File: src/rtl/di_fifo_terminal.sv
// di_fifo_terminal: host-bus FIFO terminal; writes to register 0 push 16-bit words, reads pop them.
// It also provides a count register, a flush control and sticky overflow/underflow flags.
module di_fifo_terminal #(
    parameter logic [15:0] TERM_ADDR  = 16'h0003,
    parameter int          DEPTH_LOG2 = 6
) (
    input  logic        ifclk,
    input  logic        resetb,
    input  logic [15:0] di_term_addr,
    input  logic [31:0] di_reg_addr,
    input  logic [31:0] di_len,
    input  logic        di_write_mode,
    input  logic        di_write,
    input  logic [15:0] di_reg_datai,
    input  logic        di_read_mode,
    input  logic        di_read_req,
    input  logic        di_read,
    output logic [15:0] di_reg_datao,
    output logic        di_read_rdy,
    output logic        di_write_rdy,
    output logic [15:0] di_transfer_status
);
    localparam int DEPTH = 2 ** DEPTH_LOG2;

    typedef enum logic [1:0] {IDLE, FETCH, VALID} rd_state_t;

    logic [15:0]           mem [DEPTH];
    logic [DEPTH_LOG2-1:0] wr_ptr, rd_ptr;
    logic [DEPTH_LOG2:0]   count;
    logic [15:0]           dout_q;
    rd_state_t             state;
    logic ovf, udf, live, wmode_q, rmode_q, rd_data, rdy_q;
    logic sel, at_data, full, empty, wr, rreq, rd, push, pop, flush, clr, ovf_set, udf_set;
    logic unused_ok;

    assign unused_ok = ^{di_len, di_reg_addr[31:2]};
    assign sel     = di_term_addr == TERM_ADDR;
    assign at_data = di_reg_addr[1:0] == 2'd0;
    // count never exceeds DEPTH, so its MSB alone marks the full state
    assign full    = count[DEPTH_LOG2];
    assign empty   = count == '0;
    // live masks strobes during the first cycle after reset is released
    assign wr      = live && sel && di_write;
    assign rreq    = live && sel && di_read_req && di_read_mode;
    assign rd      = live && sel && di_read;
    assign pop     = rd && rdy_q && rd_data && !empty;
    assign flush   = wr && di_reg_addr[1:0] == 2'd2 && di_reg_datai[0];
    assign push    = wr && at_data && (!full || pop) && !flush;
    assign ovf_set = wr && at_data && full && !pop;
    assign udf_set = rreq && at_data && empty;
    assign clr     = flush || (sel && ((di_write_mode && !wmode_q) || (di_read_mode && !rmode_q)));

    assign di_reg_datao       = dout_q;
    assign di_read_rdy        = rdy_q;
    assign di_write_rdy       = !(sel && at_data && full);
    assign di_transfer_status = sel ? {14'b0, udf, ovf} : 16'h0000;

    always_ff @(posedge ifclk) begin
        if (push) mem[wr_ptr] <= di_reg_datai;
    end

    always_ff @(posedge ifclk) begin
        if (!resetb) begin
            wr_ptr  <= '0;
            rd_ptr  <= '0;
            count   <= '0;
            ovf     <= 1'b0;
            udf     <= 1'b0;
            live    <= 1'b0;
            wmode_q <= 1'b0;
            rmode_q <= 1'b0;
            rd_data <= 1'b0;
            rdy_q   <= 1'b0;
            dout_q  <= '0;
            state   <= IDLE;
        end else begin
            live    <= 1'b1;
            wmode_q <= di_write_mode;
            rmode_q <= di_read_mode;
            ovf     <= ovf_set || (ovf && !clr);
            udf     <= udf_set || (udf && !clr);
            if (flush) begin
                wr_ptr <= '0;
                rd_ptr <= '0;
                count  <= '0;
            end else begin
                if (push) wr_ptr <= wr_ptr + 1'b1;
                if (pop) rd_ptr <= rd_ptr + 1'b1;
                count <= count + {{DEPTH_LOG2{1'b0}}, push} - {{DEPTH_LOG2{1'b0}}, pop};
            end
            // an empty data fetch leaves dout_q alone so no word is fabricated
            if (!di_read_mode) begin
                state <= IDLE;
                rdy_q <= 1'b0;
            end else if (rreq) begin
                state   <= FETCH;
                rd_data <= at_data;
                rdy_q   <= !at_data || !empty;
                if (!at_data || !empty)
                    dout_q <= at_data ? mem[rd_ptr] :
                              di_reg_addr[1:0] == 2'd1 ? 16'(count) :
                              di_reg_addr[1:0] == 2'd2 ? 16'h0000 : {14'b0, udf, ovf};
            end else if (rd && rdy_q) begin
                state <= IDLE;
                rdy_q <= 1'b0;
            end else if (state == FETCH) begin
                state <= rdy_q ? VALID : IDLE;
            end
        end
    end
endmodule

File: config.mk
export PLATFORM = sky130hd
export DESIGN_NAME = di_fifo_terminal
export DESIGN_NICKNAME = d
export VERILOG_FILES = /design/src/rtl/di_fifo_terminal.sv
export SDC_FILE = /design/constraint.sdc
export NUM_CORES = 1
export LEC_CHECK = 0
export CAP_MARGIN = 30
export CORE_ASPECT_RATIO = 1.5
export CORE_MARGIN = 2
export CORE_UTILIZATION = 50
export CTS_BUF_LIST = sky130_fd_sc_hd__clkbuf_4 sky130_fd_sc_hd__clkbuf_8
export DETAILED_ROUTE_END_ITERATION = 6
export PLACE_DENSITY = 0.73
export SLEW_MARGIN = 20
export SYNTH_ARGS = -nofsm -noshare
export SYNTH_HDL_FRONTEND = slang
export SYNTH_SLANG_ARGS = --single-unit
File: constraint.sdc
create_clock -name ifclk -period 8.4 [get_ports ifclk]
set_input_delay 1.68 -clock ifclk [delete_from_list [all_inputs] [get_ports ifclk]]
set_output_delay 1.68 -clock ifclk [all_outputs]
set_load 0.005 [all_outputs]
==> results summary <==
The share of synthesized registers carrying an async set or reset is 0%. The area of the mapped netlist is 41,830 sq um. The total die area is 86,030 sq um.

The global-route wire length before repair came out at 141,900 um. Ranked by instance count, the synthesized netlist is headed by 1,024 x edfxtp_1, 239 x mux4_2, 92 x nor2_1. The pin count of the biggest net entering global routing came out at 107. During I/O placement, the number of pins put on the boundary was 137. The number of antenna violations at the first check in global routing came out at 2. The endpoint arrival time on the critical path came out at 5770 ps.

The kind of launch point of the worst setup path is an input port. The half-perimeter wire length after detailed placement is 59,310 um. Clock latency on the worst-skew pair, taken at its later pin, is 780 ps. The number of buffers and inverters on the critical path is 4. For this run, the leading register cell type out of synthesis is edfxtp_1. The most used standard cell by instance count after synthesis is edfxtp_1. Measured against its own limit, the worst slew margin works out to 33.18%. The synthesis-to-layout area growth is 12.21%. Once detail routing completed, the nets flagged for antenna violations numbered 0. The placer congestion estimate came out at 0.9264.

In the routed design, unresolved DRC markers number 0. The largest fanout on the critical path is 6. In this design, the largest share of critical-path delay is due to simple AND/OR/NAND/NOR gates. The share of layout cells above drive strength 1 is 26.58%. The count of cells resized by post-cts repair is 0. In this run the number of H-tree levels came out at 4. The number of cells in the design after placement came out at 3,218.

The remaining global-route overflow came out at 0. The floorplan step set the die width to 240.2 um. The standby leakage power came out at 0.01430 uW.

Global routing consumed, over all layers together, 23.27% of the routing resources. The worst hold path depth is 2. The startpoint identified for the worst hold timing path is di_read_rdy. The critical path is of the in -> reg type. Across the VDD grid, the largest voltage drop is 102.8 uV. The number of design-rule violations left by the first detailed-router iteration came out at 2,527. The flow ran to the end, and the final reports show no timing, DRC or antenna violations. The end point of the worst hold path is di_read_rdy. By area the synthesized netlist is led by edfxtp_1 74%, mux4_2 13%, dfxtp_1 2.3%. A synthesized cell averages 20.24 sq um. In this run the worst hold path is classified as reg -> reg. The slew at the pin closest to its max-slew limit is 1001 ps. The net total in the final layout is 2,373. On the critical path, the stage with the largest delay is an instance of nor4b_2. The via count of the first global-routing pass came out at 21.55k. The final non-filler cell total came out at 3,488. The portion of synthesized cell area occupied by the leading cell type came out at 73.52%. The core box area is 82,640 sq um. The final period utilization came out at 61.35%. The worst reg2reg path depth is 8. The count of endpoints failing setup in the final report came out at 0. Traced cell by cell, the critical path runs through clkdlybuf4s50_1 -> nor4_4 -> nand3_2 -> nor4b_2 -> nor2b_1 -> inv_1 -> ha_1 -> inv_1 -> ha_1 -> inv_1 -> fa_1 -> nand2b_1 -> a21oi_1 -> o21ai_0 -> a21oi_1 -> or3_1 -> a21oi_1. The switching portion of total power came out at 19.88%. The maximum clock insertion buffer count came out at 3.

For this design, the CTS-stage hold fixing added 0 buffers. The worst register-to-register path ends at di_reg_datao[13]. During placement, the flow inserted port buffers numbering 60. The highest clock rate is 194.0 MHz. Detailed routing inserted a total of 21.13k vias.

The number of buffers inserted during clock tree synthesis is 141. Across the routed clock network, the largest skew measured is 37.63 ps. Clock tree synthesis selected as its root buffer the cell clkbuf_8. The floorplan row count came out at 129. The part of the power in combinational logic came out at 1.3%. The die height is 358.2 um. The count of max-cap constraint violations is 0. The synthesized design contains 1,072 register bits. The total of warnings raised by yosys came out at 0. The count of buffers added by post-CTS timing repair for setup is 0. The total negative slack came out at 0 ps. The final period demand of the worst path came out at 5154 ps. The capturing element type of the critical path is a register. The sequential share of power came out at 59.0%. The count of final max-slew check failures came out at 0. The count of different cell masters after synthesis is 62. The cell count after synthesis is 2,066. Of all cell types, the one taking the most synthesized area is edfxtp_1.

The analysis attributes to net switching a power of 1969 uW. The per-cell via count in the routed design is 6.057. The final total power is 9908 uW. The CTS clock-pin slew for the worst setup and hold paths came out at 70 ps.

The setup slack on the worst flop-to-flop path came out at 4340 ps. The largest stage delay on the critical path is 740 ps. Measured on the finished design, the core utilization comes to 56.79%. The power per standard cell area came out at 211.1 nW/um^2.

The count of flip-flops with a built-in enable after synthesis came out at 1,024. Summing the sequential cell areas from Yosys gives 75.82% of the chip area. Wires add up to 98,540 um. The clock network fraction of total power came out at 39.7%.

The internal portion of total power came out at 7939 uW. The routed length per placed instance is 28.25 um. The required time of the critical path came out at 9010 ps. The first-pass iteration count of the detailed router is 5.

The final hold violation count came out at 0. The clock sink count came out at 1,072. TritonCTS built the clock tree. Once the floorplan was initialized, standard cells occupied 50.61% of the core. Setup repair after global routing left no endpoint under its margin.
[how the worst max path moves through the flow]
stage / slack, ps / cells past startpoint / from / to
2_1_floorplan: 3750 / 16 / di_term_addr[8] / count[6]
3_3_place_gp: 2540 / 17 / di_term_addr[8] / count[6]
3_5_place_dp: 2470 / 17 / di_term_addr[8] / count[6]
5_1_grt: 2860 / 17 / di_term_addr[8] / count[6]
4_1_cts: 3210 / 5 / di_term_addr[8] / di_transfer_status[0]
6_report: 3250 / 17 / di_term_addr[8] / count[6]
[layout make-up]
class,count,area [sq um]
fill,6030,35710
clock buffer,189,2345
antenna,1,2.502
tap,1113,1393
inverter,39,146.4
multi-input combinational,845,9412
timing repair buffer,159,1380
sequential,1072,31720
clock inverter,70,529.3
[per-stage QoR]
stage / setup slack (ps) / hold slack (ps) / cell area, sq um
final: 3246 / 499.5 / 46930
after floorplan: 3753 / 479.8 / 41870
after global placement: 2538 / 492.9 / 43860
after detailed placement: 2468 / 503.8 / 43940
after CTS: 3213 / 507.2 / 46810
after global routing: 2859 / 535.9 / 46930
[worst min-delay path: cells and delay by family, from the launching register on]
kind            cells  cell delay (ps)
compound gates      2              130
flops               1              320
[sequential cells by signal (all words and copies together), names as in the netlist, named ones only]
signal        cells
count             7
di_read_rdy       1
di_reg_datao     16
live              1
mem            1024
ovf               1
rd_data           1
rd_ptr            6
rmode_q           1
udf               1
wmode_q           1
wr_ptr            6
[power groups by stage]
stage	Sequential, uW	Combinational (uW)	Clock, uW
after floorplan	5960	16.2	0
after global placement	5960	113	0
after detailed placement	5960	126	0
after CTS	5850	126	4010
after global routing	5840	134	4200
final	5850	126	3940
[cell usage in the layout (no fill, tap or decap), types with 9 or more instances in the layout]
master,n
o221ai_1,9
clkbuf_8,148
o21ai_0,32
a21oi_1,38
buf_4,84
nor2b_1,11
a22oi_1,39
mux2_2,27
o22ai_1,22
buf_2,16
edfxtp_1,1024
inv_1,23
clkinv_1,50
nand3_1,43
nand2_1,59
mux4_2,239
or2_1,9
mux2i_1,73
conb_1,14
clkbuf_4,41
nor2_1,82
ha_1,11
clkinv_2,20
xor2_1,9
clkdlybuf4s50_1,44
dfxtp_1,44
nor2_2,10
[logic make-up (layout without fill, tap and decap cells)]
kind of cell    Yosys count  in the layout  share of synthesized area, %
compound gates          180            180                         2.806
xor+xnor                 13             13                        0.2722
fa+ha+maj                12             12                        0.3769
buf+inv                 162            457                         1.864
flops                  1072           1072                         75.82
mux                     339            339                         15.34
other cells               1             15                      0.008966
simple gates            287            287                         3.512
[routing by layer]
| layer | global-route usage (%) | share of wire [%] | vias to the layer above |
|---|---|---|---|
| met3 | 3.186 | 6.7 | 241 |
| met5 | 0 | 0 | - |
| met1 | 27.10 | 34 | 11005 |
| met4 | 16.39 | 7.3 | 0 |
| met2 | 39.95 | 52 | 1045 |
| li1 | - | - | 8837 |
No activity file was read; power rests on OpenSTA's default activity.
